===== src/rtl/motion_correct_seq_if.sv =====
// Point stream, corrected-point stream and datapath drive/return bundle for motion_correct_seq.
// master = the sequencer block, slave = its environment (source, sink and combinational datapath).
interface motion_correct_seq_if #(
    parameter int WP = 32
);
    logic          in_valid;
    logic          in_ready;
    logic [WP-1:0] in_px;
    logic [WP-1:0] in_py;
    logic [WP-1:0] in_pz;
    logic [WP-1:0] in_dt;

    logic [WP-1:0] dp_px;
    logic [WP-1:0] dp_py;
    logic [WP-1:0] dp_pz;
    logic [WP-1:0] dp_dt;
    logic [WP-1:0] dp_a_x;
    logic [WP-1:0] dp_v_prev;
    logic [WP-1:0] dp_v_next;
    logic [WP-1:0] dp_cx;
    logic [WP-1:0] dp_cy;
    logic [WP-1:0] dp_cz;

    logic          out_valid;
    logic          out_ready;
    logic [WP-1:0] out_cx;
    logic [WP-1:0] out_cy;
    logic [WP-1:0] out_cz;

    modport master (
        input  in_valid, in_px, in_py, in_pz, in_dt,
        output in_ready,
        output dp_px, dp_py, dp_pz, dp_dt, dp_a_x, dp_v_prev,
        input  dp_v_next, dp_cx, dp_cy, dp_cz,
        output out_valid, out_cx, out_cy, out_cz,
        input  out_ready
    );

    modport slave (
        output in_valid, in_px, in_py, in_pz, in_dt,
        input  in_ready,
        input  dp_px, dp_py, dp_pz, dp_dt, dp_a_x, dp_v_prev,
        output dp_v_next, dp_cx, dp_cy, dp_cz,
        input  out_valid, out_cx, out_cy, out_cz,
        output out_ready
    );
endinterface


===== src/rtl/motion_correct_seq.sv =====
// Frame sequencer for an external combinational motion corrector: accepts points, drives the
// datapath for one evaluation cycle, presents the corrected point and carries velocity across the frame.
module motion_correct_seq #(
    parameter int WP = 32
) (
    input  logic                 clk,
    input  logic                 rst_n,
    input  logic                 i_start,
    input  logic                 i_abort,
    input  logic [WP-1:0]        i_a_x_cfg,
    input  logic [15:0]          i_n_points,
    output logic                 o_busy,
    output logic                 o_done,
    output logic [15:0]          o_pt_count,
    motion_correct_seq_if.master bus
);

    typedef enum logic [2:0] {
        IDLE,
        ACCEPT,
        EVAL,
        OUTPUT,
        DONE
    } state_t;

    state_t        r_state;
    logic [15:0]   r_target;
    logic [15:0]   r_pt_count;
    logic          r_done;
    logic          r_out_valid;
    logic [WP-1:0] r_out_cx;
    logic [WP-1:0] r_out_cy;
    logic [WP-1:0] r_out_cz;
    logic [WP-1:0] r_dp_px;
    logic [WP-1:0] r_dp_py;
    logic [WP-1:0] r_dp_pz;
    logic [WP-1:0] r_dp_dt;
    logic [WP-1:0] r_dp_a_x;
    logic [WP-1:0] r_dp_v_prev;

    // Abort outranks every state action; start is only looked at in IDLE, where abort is ignored.
    always_ff @(posedge clk or negedge rst_n) begin
        if (!rst_n) begin
            r_state     <= IDLE;
            r_target    <= '0;
            r_pt_count  <= '0;
            r_done      <= 1'b0;
            r_out_valid <= 1'b0;
            r_out_cx    <= '0;
            r_out_cy    <= '0;
            r_out_cz    <= '0;
            r_dp_px     <= '0;
            r_dp_py     <= '0;
            r_dp_pz     <= '0;
            r_dp_dt     <= '0;
            r_dp_a_x    <= '0;
            r_dp_v_prev <= '0;
        end else begin
            r_done <= 1'b0;
            if (r_state != IDLE && i_abort) begin
                r_state     <= IDLE;
                r_out_valid <= 1'b0;
            end else begin
                case (r_state)
                    IDLE: begin
                        if (i_start) begin
                            r_dp_a_x    <= i_a_x_cfg;
                            r_target    <= i_n_points;
                            r_dp_v_prev <= '0;
                            r_pt_count  <= '0;
                            r_state     <= (i_n_points == 16'd0) ? DONE : ACCEPT;
                        end
                    end
                    ACCEPT: begin
                        if (bus.in_valid) begin
                            r_dp_px <= bus.in_px;
                            r_dp_py <= bus.in_py;
                            r_dp_pz <= bus.in_pz;
                            r_dp_dt <= bus.in_dt;
                            r_state <= EVAL;
                        end
                    end
                    EVAL: begin
                        r_out_cx    <= bus.dp_cx;
                        r_out_cy    <= bus.dp_cy;
                        r_out_cz    <= bus.dp_cz;
                        r_dp_v_prev <= bus.dp_v_next;
                        r_pt_count  <= r_pt_count + 16'd1;
                        r_out_valid <= 1'b1;
                        r_state     <= OUTPUT;
                    end
                    OUTPUT: begin
                        if (bus.out_ready) begin
                            r_out_valid <= 1'b0;
                            r_state     <= (r_pt_count == r_target) ? DONE : ACCEPT;
                        end
                    end
                    DONE: begin
                        r_done  <= 1'b1;
                        r_state <= IDLE;
                    end
                    default: r_state <= IDLE;
                endcase
            end
        end
    end

    assign bus.in_ready  = (r_state == ACCEPT);
    assign bus.out_valid = r_out_valid;
    assign bus.out_cx    = r_out_cx;
    assign bus.out_cy    = r_out_cy;
    assign bus.out_cz    = r_out_cz;
    assign bus.dp_px     = r_dp_px;
    assign bus.dp_py     = r_dp_py;
    assign bus.dp_pz     = r_dp_pz;
    assign bus.dp_dt     = r_dp_dt;
    assign bus.dp_a_x    = r_dp_a_x;
    assign bus.dp_v_prev = r_dp_v_prev;

    assign o_busy     = (r_state != IDLE);
    assign o_done     = r_done;
    assign o_pt_count = r_pt_count;

endmodule


===== src/flat_wrapper.sv =====
// flat-port wrapper written by rule: the top's interface ports become plain ports
module motion_correct_seq_flat 
#(
    parameter int WP = 32
)
  (clk, rst_n, i_start, i_abort, i_a_x_cfg, i_n_points, o_busy, o_done, o_pt_count, bus_in_valid, bus_in_px, bus_in_py, bus_in_pz, bus_in_dt, bus_in_ready, bus_dp_px, bus_dp_py, bus_dp_pz, bus_dp_dt, bus_dp_a_x, bus_dp_v_prev, bus_dp_v_next, bus_dp_cx, bus_dp_cy, bus_dp_cz, bus_out_valid, bus_out_cx, bus_out_cy, bus_out_cz, bus_out_ready);
  motion_correct_seq_if #(.WP(WP)) bus_i ();
  input  logic clk;
  input  logic rst_n;
  input  logic i_start;
  input  logic i_abort;
  input  logic [WP-1:0] i_a_x_cfg;
  input  logic [15:0] i_n_points;
  output logic o_busy;
  output logic o_done;
  output logic [15:0] o_pt_count;
  input wire logic [$bits(bus_i.in_valid)-1:0] bus_in_valid;
  input wire logic [$bits(bus_i.in_px)-1:0] bus_in_px;
  input wire logic [$bits(bus_i.in_py)-1:0] bus_in_py;
  input wire logic [$bits(bus_i.in_pz)-1:0] bus_in_pz;
  input wire logic [$bits(bus_i.in_dt)-1:0] bus_in_dt;
  output wire logic [$bits(bus_i.in_ready)-1:0] bus_in_ready;
  output wire logic [$bits(bus_i.dp_px)-1:0] bus_dp_px;
  output wire logic [$bits(bus_i.dp_py)-1:0] bus_dp_py;
  output wire logic [$bits(bus_i.dp_pz)-1:0] bus_dp_pz;
  output wire logic [$bits(bus_i.dp_dt)-1:0] bus_dp_dt;
  output wire logic [$bits(bus_i.dp_a_x)-1:0] bus_dp_a_x;
  output wire logic [$bits(bus_i.dp_v_prev)-1:0] bus_dp_v_prev;
  input wire logic [$bits(bus_i.dp_v_next)-1:0] bus_dp_v_next;
  input wire logic [$bits(bus_i.dp_cx)-1:0] bus_dp_cx;
  input wire logic [$bits(bus_i.dp_cy)-1:0] bus_dp_cy;
  input wire logic [$bits(bus_i.dp_cz)-1:0] bus_dp_cz;
  output wire logic [$bits(bus_i.out_valid)-1:0] bus_out_valid;
  output wire logic [$bits(bus_i.out_cx)-1:0] bus_out_cx;
  output wire logic [$bits(bus_i.out_cy)-1:0] bus_out_cy;
  output wire logic [$bits(bus_i.out_cz)-1:0] bus_out_cz;
  input wire logic [$bits(bus_i.out_ready)-1:0] bus_out_ready;
  assign bus_i.in_valid = bus_in_valid;
  assign bus_i.in_px = bus_in_px;
  assign bus_i.in_py = bus_in_py;
  assign bus_i.in_pz = bus_in_pz;
  assign bus_i.in_dt = bus_in_dt;
  assign bus_in_ready = bus_i.in_ready;
  assign bus_dp_px = bus_i.dp_px;
  assign bus_dp_py = bus_i.dp_py;
  assign bus_dp_pz = bus_i.dp_pz;
  assign bus_dp_dt = bus_i.dp_dt;
  assign bus_dp_a_x = bus_i.dp_a_x;
  assign bus_dp_v_prev = bus_i.dp_v_prev;
  assign bus_i.dp_v_next = bus_dp_v_next;
  assign bus_i.dp_cx = bus_dp_cx;
  assign bus_i.dp_cy = bus_dp_cy;
  assign bus_i.dp_cz = bus_dp_cz;
  assign bus_out_valid = bus_i.out_valid;
  assign bus_out_cx = bus_i.out_cx;
  assign bus_out_cy = bus_i.out_cy;
  assign bus_out_cz = bus_i.out_cz;
  assign bus_i.out_ready = bus_out_ready;
  motion_correct_seq #(.WP(WP)) u_core (.clk(clk), .rst_n(rst_n), .i_start(i_start), .i_abort(i_abort), .i_a_x_cfg(i_a_x_cfg), .i_n_points(i_n_points), .o_busy(o_busy), .o_done(o_done), .o_pt_count(o_pt_count), .bus(bus_i));
endmodule

===== config.mk =====
export PLATFORM = sky130hd
export DESIGN_NAME = motion_correct_seq_flat
export DESIGN_NICKNAME = d
export VERILOG_FILES = /design/src/rtl/motion_correct_seq_if.sv /design/src/rtl/motion_correct_seq.sv /design/src/flat_wrapper.sv
export SDC_FILE = /design/constraint.sdc
export NUM_CORES = 1
export LEC_CHECK = 0
export ABC_AREA = 1
export BUFFER_PORTS_ARGS = -buffer_cell sky130_fd_sc_hd__clkbuf_2
export CORE_AREA = 2 2 240 242
export DETAILED_ROUTE_END_ITERATION = 7
export DIE_AREA = 0 0 242 244
export PLACE_DENSITY = 0.52
export SETUP_SLACK_MARGIN = 0.02
export SLEW_MARGIN = 20
export SYNTH_ARGS = -nofsm -noshare
export SYNTH_HDL_FRONTEND = slang
export SYNTH_SLANG_ARGS = --single-unit

===== constraint.sdc =====
create_clock -name clk -period 3.2 [get_ports clk]
set_input_delay 0.16 -clock clk [delete_from_list [all_inputs] [get_ports clk]]
set_output_delay 0.16 -clock clk [all_outputs]
set_load 0.01 [all_outputs]

# Word-level counts from Yosys, hierarchy flattened
# Index checks and enable logic that the tools add are counted.
[op_classes] eq_ne=9 n_mux=16 reduce_logical=12 n_addsub=1 bitwise_logic=1
[ops] cell="$pmux W32 S2" count=1
[ops] cell="$mux W32" count=1
[ops] cell="$pmux W16 S2" count=1
[ops] cell="$mux W3" count=6
[ops] cell="$add A16 B1 Y16 const B" count=1
[ops] cell="$eq A16 B16 Y1" count=1
[ops] cell="$logic_not A16 Y1" count=1
[ops] cell="$mux W16" count=1
[ops] cell="$pmux W3 S4" count=1
[ops] cell="$reduce_and A3 Y1" count=4
[ops] cell="$ne A3 B2 Y1 const B" count=3
[ops] cell="$eq A3 B2 Y1 const B" count=2
[ops] cell="$reduce_bool A3 Y1" count=2
[ops] cell="$mux W1" count=4
[ops] cell="$reduce_and A2 Y1" count=2
[ops] cell="$eq A3 B1 Y1 const B" count=1
[ops] cell="$eq A3 B3 Y1 const B" count=1
[ops] cell="$logic_not A3 Y1" count=1
[ops] cell="$ne A2 B2 Y1 const B" count=1
[ops] cell="$pmux W1 S2" count=1
[ops] cell="$reduce_bool A2 Y1" count=1
[ops] cell="$logic_and A1 B1 Y1" count=1
[ops] cell="$not A1 Y1" count=1
[totals] output_inout_bits=308 ff_bits=325 in_bits=310 elab_cells=53

# Longest topological paths before layout
# Gate-level depths: netlist (run 1).
[logic_depth] ltp_word=5 ltp_mapped=11 mapped_depth_nobuf=11

# Least setup slack after synthesis (run 1)
# Ideal clock, no wire load.
[synth_path] path_kind="reg2reg" start="register u_core.r_state[2]" end="register u_core.r_out_cz[11] (netlist: u_core.bus.out_cz[11])" path_buffers=2 setup_slack_ns=1.685 synth_period_minus_slack_ns=1.515 t_arrival_ns=1.387 setup_ns=0.128 t_required_ns=3.072 path_stages_with_launch=8 path_cell_list="dfrtp_1 -> inv_2 -> nand2_1 -> nor2_4 -> nand2_2 -> buf_6 -> buf_6 -> mux2_1"
[synth_between] elab_chain_len=4 word_cells_on_any_way=5 cone_classes="1 x eq/ne; 1 x bitwise; 3 x reduce/logical"
[synth_lines] item="start, declared" line="motion_correct_seq.sv:26" source="state_t r_state;"
[synth_lines] item="start signal, assigned" line="motion_correct_seq.sv:71" source="r_state <= (i_n_points == 16'd0) ? DONE : ACCEPT;"
[synth_lines] item="start signal, assigned" line="motion_correct_seq.sv:95" source="r_state <= (r_pt_count == r_target) ? DONE : ACCEPT;"
[synth_lines] item="$reduce_bool A3 Y1" line="motion_correct_seq.sv:60" source="if (r_state != IDLE && i_abort) begin"
[synth_lines] item="$logic_and A1 B1 Y1" line="motion_correct_seq.sv:60"
[synth_lines] item="$not A1 Y1 (no source line)"
[synth_lines] item="$reduce_and A2 Y1 (no source line) (*)"
[synth_lines] item="end signal, assigned" line="motion_correct_seq.sv:86" source="r_out_cz <= bus.dp_cz;"
[synth_lines] item="end, declared" line="motion_correct_seq.sv:33" source="logic [WP-1:0] r_out_cz;"
# Mark *: on every way between the ends. The rest lies on a longest branch, timed or not.
# A chain may end at the register's enable or synchronous reset.

# Final worst setup path (run 1)
[layout_path] start="input port i_abort" end="register u_core.r_pt_count[8] (netlist: u_core.o_pt_count[8])"
[layout_between] elab_chain_len=3
[layout_lines] item="start, declared" line="flat_wrapper.sv:11" source="input logic i_abort;"
[layout_lines] item="$logic_and A1 B1 Y1" line="motion_correct_seq.sv:60"
[layout_lines] item="$not A1 Y1 (no source line)"
[layout_lines] item="$reduce_and A3 Y1 (no source line)"
[layout_lines] item="end signal, assigned" line="motion_correct_seq.sv:88" source="r_pt_count <= r_pt_count + 16'd1;"
[layout_lines] item="end, declared" line="motion_correct_seq.sv:28" source="logic [15:0] r_pt_count;"
# Every way passes these cells.

==> reports/metrics.cfg, run 1 <==
[outcome]
status = completed

[synth]
post-synth-top-count-cell = sky130_fd_sc_hd__nand2_1
synth_common_cells = sky130_fd_sc_hd__nand2_1, sky130_fd_sc_hd__dfrtp_1, sky130_fd_sc_hd__inv_1
seq_cells_post_synth = 325
syn_avg_cell_area_um2 = 9.88
synth.yosys.seq_area_share_pct = 61.7
synthDistinctLibCells = 27
synth_top_area_cell = sky130_fd_sc_hd__dfrtp_1
synthFlopType = sky130_fd_sc_hd__dfrtp_1
synth-edff-count = 0
ys_warn_count = 0
post_synth_inst_count = 1334
post-synth-top-area-fraction_pct = 61.7
area_of_the_mapped_netlist_um2 = 13200
synthesis.nets = 1645
synth-async-reset-ratio_pct = 100
netlist_top_cells_area = sky130_fd_sc_hd__dfrtp_1, sky130_fd_sc_hd__nand2_1, sky130_fd_sc_hd__mux2_2

[cts]
clk_root_buffer_cell = sky130_fd_sc_hd__clkbuf_16
tritoncts_num_sinks = 325
clock_path_buffers = 3
clk_latency_ns = 0.55
htreeDepth = 2
clkSlewWorstSetupHoldPaths_ns = 0.06
tritoncts = done
cts_made_buffers = 41
postCtsResizedCells = 0

[timing]
timing.max_slew.rel_slack_pct = 39.6
fin_worst_skew_ns = 0.0146
hold-worst-slack_ns = 0.0398
fmax_mhz = 433
rsz0062_at_grt = no
final-max-slew-violation-count = 0
final.setup.tns_ns = 0
final-hold-violation-count = 0
timing_worst_slew_pin_value_ns = 0.906
fin_crit_sh_pct = 72.1
setup_viol_count_final = 0
finalWorstPathRequiredPeriod_ns = 2.31

[critical_path]
worstSetupStartpointType = primary input
timing.setup.critical_path_class = in2reg
cp_data_arrival_time_ns = 2.79
reg2reg_from = u_core.r_state[2]
crit_path_end_kind = register
cp.required_ns = 3.68
crit_path_start = i_abort
critical_path.max_fanout = 35

[power]
leakage_nw = 11.7
p_per_area_nw_per_um2 = 858
vdd_ir_drop_max_mv = 0.491
total_power_w = 0.0186

[layout]
utilization_pct = 38.5
finish.net_count = 2567
filler_cell_count = 5645
post_route_cell_area_um2 = 21600
syn_to_final_growth_pct = 64.3
drive_above_1_share_pct = 34.9

[floorplanning]
start_util_pct = 23.5
die_h_um = 244
fp.dieArea_um2 = 59000
die_w_um = 242
placeableCoreArea_um2 = 56200
floorplan.rows = 87
boundaryPins = 618

[global_routing]
grt_start_max_net_pins = 155
grt_pass1_vias = 13600
grt_first_pass_wirelength_um = 75900
sum_of_overflow_across_all_layers_after_global_routing = 0
global_route_usage_sum_pct = 16.2
antenna_violations_before_repair = 6

[routing]
dr_total_vias = 12600
detail_route.wl_per_cell_um = 16.0
drt_iter0_markers = 491
via_per_inst = 4.14
drtPass1Iterations = 5
wirelength_um = 48700
final_antenna_net_count = 0
remaining_drc_errors = 0

[placement]
placement.io_buffers = 617
post-dp-hpwl_um = 34800
place_area_um2 = 17100
place_congestion = 0.912

[worst_hold_path]
holdCritPathClass = in2reg
min-delay-start = bus_in_valid

[run]
max_cap_viol_count = 0

[metal layers]
metal  global-route usage (%)  up-vias  part of all wire (%)
li1                         -     6035                     -
met1                     18.4     6005                    39
met3                     4.84       97                   7.5
met2                     28.9      492                    51
met5                        0        -                 0.049
met4                     5.50        4                   2.8
[worst paths after layout]
path | to | slack [ns] | cells after the start
setup / recovery | u_core.o_pt_count[8] | 0.89 | 9
hold / removal | u_core.bus.dp_pz[24] | 0.04 | 3
setup reg to reg | u_core.o_pt_count[6] | 0.96 | 8
hold reg to reg | u_core.bus.dp_v_prev[18] | 0.47 | 2
max in group asynchronous | u_core.bus.dp_v_prev[16] | 2.03 | 3
min in group asynchronous | u_core.bus.dp_v_prev[4] | 0.29 | 2
[state kept, by name (all words and copies together) (netlist names)]
| register | flops |
|---|---|
| u_core.o_done | 1 |
| u_core.bus.out_cy | 32 |
| u_core.bus.out_valid | 1 |
| u_core.bus.out_cz | 32 |
| u_core.bus.dp_a_x | 32 |
| u_core.r_target | 16 |
| u_core.o_pt_count | 16 |
| u_core.bus.dp_px | 32 |
| u_core.bus.dp_py | 32 |
| u_core.bus.dp_v_prev | 32 |
| u_core.bus.out_cx | 32 |
| u_core.bus.dp_pz | 32 |
| u_core.r_state | 3 |
| u_core.bus.dp_dt | 32 |
[worst max-delay path: stages]
cell and delay, ns:
sky130_fd_sc_hd__dlygate4sd3_1 0.58, sky130_fd_sc_hd__clkbuf_2 0.14, sky130_fd_sc_hd__inv_2 0.38, sky130_fd_sc_hd__nand2_4 0.35, sky130_fd_sc_hd__nand2_4 0.39, sky130_fd_sc_hd__inv_2 0.35
sky130_fd_sc_hd__nor2_1 0.24, sky130_fd_sc_hd__nand2_1 0.07, sky130_fd_sc_hd__a21oi_1 0.12
[where the power goes]
group	internal (W)	total (W)	switching [W]
combinational	0.00286	0.00659	0.00374
sequential	0.00594	0.00704	0.00110
clock	0.00310	0.00495	0.00185
[stage by stage]
stage / std cells / setup slack, ns
2_1_floorplan: 1334 / 1.69
3_3_place_gp: 2662 / 0.934
3_5_place_dp: 2662 / 0.901
4_1_cts: 3045 / 0.896
5_1_grt: 3049 / 0.727
6_report: 3049 / 0.892
[kinds of logic (layout without fill, tap and decap cells)]
| logic type | after synthesis | in the layout | share of synthesized area [%] |
|---|---|---|---|
| muxes | 96 | 96 | 8.72 |
| and+or+nand+nor | 488 | 488 | 15.0 |
| other | 0 | 4 | 0 |
| AOI/OAI and AO/OA | 171 | 171 | 6.56 |
| DFF | 325 | 325 | 61.7 |
| buffers and inverters | 253 | 1208 | 7.87 |
| adders and majority gates | 1 | 1 | 0.0950 |
[repair_timing]
| item | 4_1_cts | 5_1_grt |
|---|---|---|
| endpoints found under the hold margin | 401 | 0 |
| hold buffers | 307 | 0 |
| setup buffers | 0 | 0 |
| setup endpoints to repair | 0 | 0 |
[placed cells by master (no fill, tap or decap), types with 3 or more instances in the layout]
master / instances
sky130_fd_sc_hd__a21oi_1: 11
sky130_fd_sc_hd__buf_12: 6
sky130_fd_sc_hd__buf_4: 8
sky130_fd_sc_hd__bufinv_16: 5
sky130_fd_sc_hd__clkbuf_1: 6
sky130_fd_sc_hd__clkbuf_16: 43
sky130_fd_sc_hd__clkbuf_2: 616
sky130_fd_sc_hd__clkbuf_8: 10
sky130_fd_sc_hd__clkinv_2: 7
sky130_fd_sc_hd__clkinv_4: 3
sky130_fd_sc_hd__dfrtp_1: 325
sky130_fd_sc_hd__diode_2: 4
sky130_fd_sc_hd__dlygate4sd3_1: 307
sky130_fd_sc_hd__inv_1: 188
sky130_fd_sc_hd__inv_2: 6
sky130_fd_sc_hd__mux2_1: 11
sky130_fd_sc_hd__mux2_2: 67
sky130_fd_sc_hd__mux2_4: 18
sky130_fd_sc_hd__nand2_1: 389
sky130_fd_sc_hd__nand2_4: 3
sky130_fd_sc_hd__nand3_1: 43
sky130_fd_sc_hd__nand4_1: 10
sky130_fd_sc_hd__nor2_1: 24
sky130_fd_sc_hd__nor2_4: 3
sky130_fd_sc_hd__nor3_1: 13
sky130_fd_sc_hd__o21ai_0: 36
sky130_fd_sc_hd__o21ai_1: 121
[area by class of cell]
type / count / area, µm² / area share, %
sequential: 325 / 8130 / 37.6
timing repair buffer: 938 / 6350 / 29.3
clock buffer: 59 / 1240 / 5.71
clock inverter: 17 / 228 / 1.05
antenna: 4 / 10.0 / 0.0462
inverter: 194 / 728 / 3.36
multi-input combinational: 756 / 4020 / 18.6
tap: 756 / 946 / 4.37
(Power assumes the default switching activity.)
==> run 2: changes to the inputs <==
--- a/config.mk
+++ b/config.mk
@@ -7,10 +7,10 @@
 export LEC_CHECK = 0
 export ABC_AREA = 1
 export BUFFER_PORTS_ARGS = -buffer_cell sky130_fd_sc_hd__clkbuf_2
-export CORE_AREA = 2 2 240 242
+export CORE_AREA = 2 2 242 244
 export DETAILED_ROUTE_END_ITERATION = 7
-export DIE_AREA = 0 0 242 244
-export PLACE_DENSITY = 0.52
+export DIE_AREA = 0 0 244 246
+export PLACE_DENSITY = 0.53
 export SETUP_SLACK_MARGIN = 0.02
 export SLEW_MARGIN = 20
 export SYNTH_ARGS = -nofsm -noshare
==> constraint.sdc (replaced) <==
create_clock -name clk -period 1.85 [get_ports clk]
set_input_delay 0.0925 -clock clk [delete_from_list [all_inputs] [get_ports clk]]
set_output_delay 0.0925 -clock clk [all_outputs]
set_load 0.01 [all_outputs]
==> run 2 against run 1 <==
  * Cell count up 1.0%
  * Sequential power up 73%
  * Core utilization down 0.26 points
  * Final area up 1.4%
  * Hold slack better by 0.018 ns
  * Wire length down 2.6%
  * Total power up 73%
  * Clock power up 64%
  * Register-to-register slack worse by 0.84 ns
==> reports/metrics.cfg, run 2 (synthesis gave the netlist of run 1 again) <==
[layout]
post_route_cell_area_um2 = 22000  ; +1.4%
syn_to_final_growth_pct = 66.7
filler_cell_count = 5618  ; -0.48%
utilization_pct = 38.3  ; -0.26 points
drive_above_1_share_pct = 35.6  ; +0.60 points
final_cell_mix = sky130_fd_sc_hd__clkbuf_2, sky130_fd_sc_hd__nand2_1, sky130_fd_sc_hd__dfrtp_1
finish.net_count = 2597  ; +1.2%
layout_commonest_cell = sky130_fd_sc_hd__clkbuf_2

[global_routing]
sum_of_overflow_across_all_layers_after_global_routing = 0  ; unchanged
grt_pass1_vias = 13400  ; -1.4%
grt_first_pass_wirelength_um = 72500  ; -4.4%
antenna_violations_before_repair = 0  ; -6
global_route_usage_sum_pct = 15.2  ; -1.0 points
grt_start_max_net_pins = 83  ; -46%

[power]
switchingPower_w = 0.0115  ; +72%
vdd_ir_drop_max_mv = 0.983  ; +100%
pwr-share-comb_pct = 36.7  ; +1.2 points
internal_power_w = 0.0206  ; +74%
p_sw_share_pct = 35.7  ; -0.27 points
p_per_area_nw_per_um2 = 1460  ; +70%
pwr-share-clk_pct = 25.3  ; -1.3 points
total_power_w = 0.0321  ; +73%
power_frac_seq_pct = 38.0  ; about the same
leakage_nw = 11.9  ; +1.5%

[cts]
tritoncts_num_sinks = 325  ; unchanged
cts_made_buffers = 40  ; -2.4%
tritoncts = done
clkSlewWorstSetupHoldPaths_ns = 0.05  ; about the same
htreeDepth = 2  ; unchanged
clock_path_buffers = 3  ; unchanged
clk_latency_ns = 0.55  ; about the same
clk_root_buffer_cell = sky130_fd_sc_hd__clkbuf_16

[critical_path]
critical_path.max_stage_delay_ns = 0.40  ; -0.18 ns
cp.required_ns = 2.31  ; -1.37 ns
worst-path-stages = 9  ; unchanged
critical_path.slowest_cell = sky130_fd_sc_hd__dfrtp_1
critical_path.n_buffers_inverters = 4  ; unchanged
crit_path_end_kind = register
cp_data_arrival_time_ns = 2.19  ; -0.60 ns
cpLargestDelayFamily = buffers and inverters
path_cells = inv_2 -> nand2_2 -> nor2_4 -> nor2_4 -> inv_2 -> nand3_4 -> buf_4 -> clkbuf_16 -> o21ai_0
critical_path.max_fanout = 25  ; -29%
worstRegToRegCells = 9  ; +1
worstSetupStartpointType = register
timing.setup.critical_path_class = reg2reg

[timing]
fin_crit_sh_pct = 93.6
fmax_mhz = 577
rsz0062_at_grt = no
finalWorstPathRequiredPeriod_ns = 1.73
fin_worst_skew_ns = 0.0118  ; -0.00283 ns
timing_worst_slew_pin_value_ns = 0.508  ; -0.399 ns
post-route-worst-setup-slack_ns = 0.118  ; -0.774 ns
final.setup.tns_ns = 0  ; unchanged
timing.max_slew.rel_slack_pct = 66.2  ; +27 points
final-max-slew-violation-count = 0  ; unchanged
setup_viol_count_final = 0  ; unchanged
final-hold-violation-count = 0  ; unchanged

[floorplanning]
fp.dieArea_um2 = 60000  ; +1.7%
boundaryPins = 618  ; unchanged
start_util_pct = 23.0  ; -0.49 points
floorplan.rows = 88  ; +1.1%
die_w_um = 244  ; +0.83%
die_h_um = 246  ; +0.82%
placeableCoreArea_um2 = 57400  ; +2.1%

[routing]
detail_route.wl_per_cell_um = 15.4  ; -3.6%
final_antenna_net_count = 0  ; unchanged
dr_total_vias = 12600  ; -0.31%
via_per_inst = 4.09  ; -1.3%
wirelength_um = 47400  ; -2.6%
drt_iter0_markers = 471  ; -4.1%
drtPass1Iterations = 5  ; unchanged
remaining_drc_errors = 0  ; unchanged

[outcome]
status = completed

[placement]
place_area_um2 = 17400  ; +1.9%
place_congestion = 0.840  ; -7.9%
dpl_worst_slack_ns = 0.0899  ; -0.811 ns
post-dp-hpwl_um = 33600  ; -3.4%
placement.io_buffers = 617  ; unchanged

[worst_hold_path]
holdCritPathClass = in2reg
min_delay_path_depth = 7  ; +4

[run]
max_cap_viol_count = 0  ; unchanged

==> run 2: layer usage <==
layer  share of wire (%)  GRT usage [%]  up-vias
met5                   0              0        -
met4                 2.8           5.00        0
met3                 7.1           4.11       89
met2                  51           27.5      474
met1                  39           17.2     5950
li1                    -              -     6081
==> run 2: stage by stage <==
stage / instances / hold WS, ns
floorplan: 1334 / -0.203
global placement: 2695 / 0.0714
detailed placement: 2695 / 0.0732
CTS: 3073 / 0.00742
global route: 3080 / 0.0521
finish: 3081 / 0.0582
==> run 2: worst paths after layout <==
kind / slack, ns / startpoint / to
max: 0.12 / u_core.r_state[0] / u_core.bus.dp_px[3]
min: 0.06 / i_start / u_core.r_state[2]
max reg2reg: 0.12 / u_core.r_state[0] / u_core.bus.dp_px[3]
min reg2reg: 0.47 / u_core.bus.dp_v_prev[20] / u_core.bus.dp_v_prev[20]
max in group asynchronous: 1.03 / rst_n / u_core.bus.dp_a_x[17]
min in group asynchronous: 0.13 / rst_n / u_core.bus.dp_a_x[1]
==> run 2: power by group through the flow <==
stage                     sequential [W]  clock, W  combinational (W)
after floorplan                   0.0133         0            0.00449
after global placement            0.0121         0             0.0111
after detailed placement          0.0122         0             0.0113
after CTS                         0.0121   0.00841             0.0118
after global routing              0.0126   0.00873             0.0130
final                             0.0122   0.00812             0.0118
==> run 2: area by class of cell <==
type	count	area, µm²	share of cell area, %
Inverter	194	728	3.32
Sequential cell	325	8130	37.0
Antenna cell	1	2.50	0.0114
Tap cell	765	957	4.36
Timing Repair Buffer	969	6750	30.7
Clock buffer	61	1210	5.52
Clock inverter	10	161	0.735
Multi-Input combinational cell	756	4020	18.3
==> run 2: what timing repair did <==
action | in CTS | in global routing
hold buffers | 307 | 0
buffers inserted | 0 | 5
endpoints found under the hold margin | 634 | 0
setup endpoints to repair | 0 | 22
resized for setup | 0 | 1
==> run 2: worst reg2reg max path: cells and delay by family, from the launching register on <==
family / cells / cell delay, ns
AND/OR/NAND/NOR: 4 / 0.47
flip-flops: 1 / 0.40
buffers and inverters: 4 / 0.62
AO/OA/AOI/OAI: 1 / 0.15
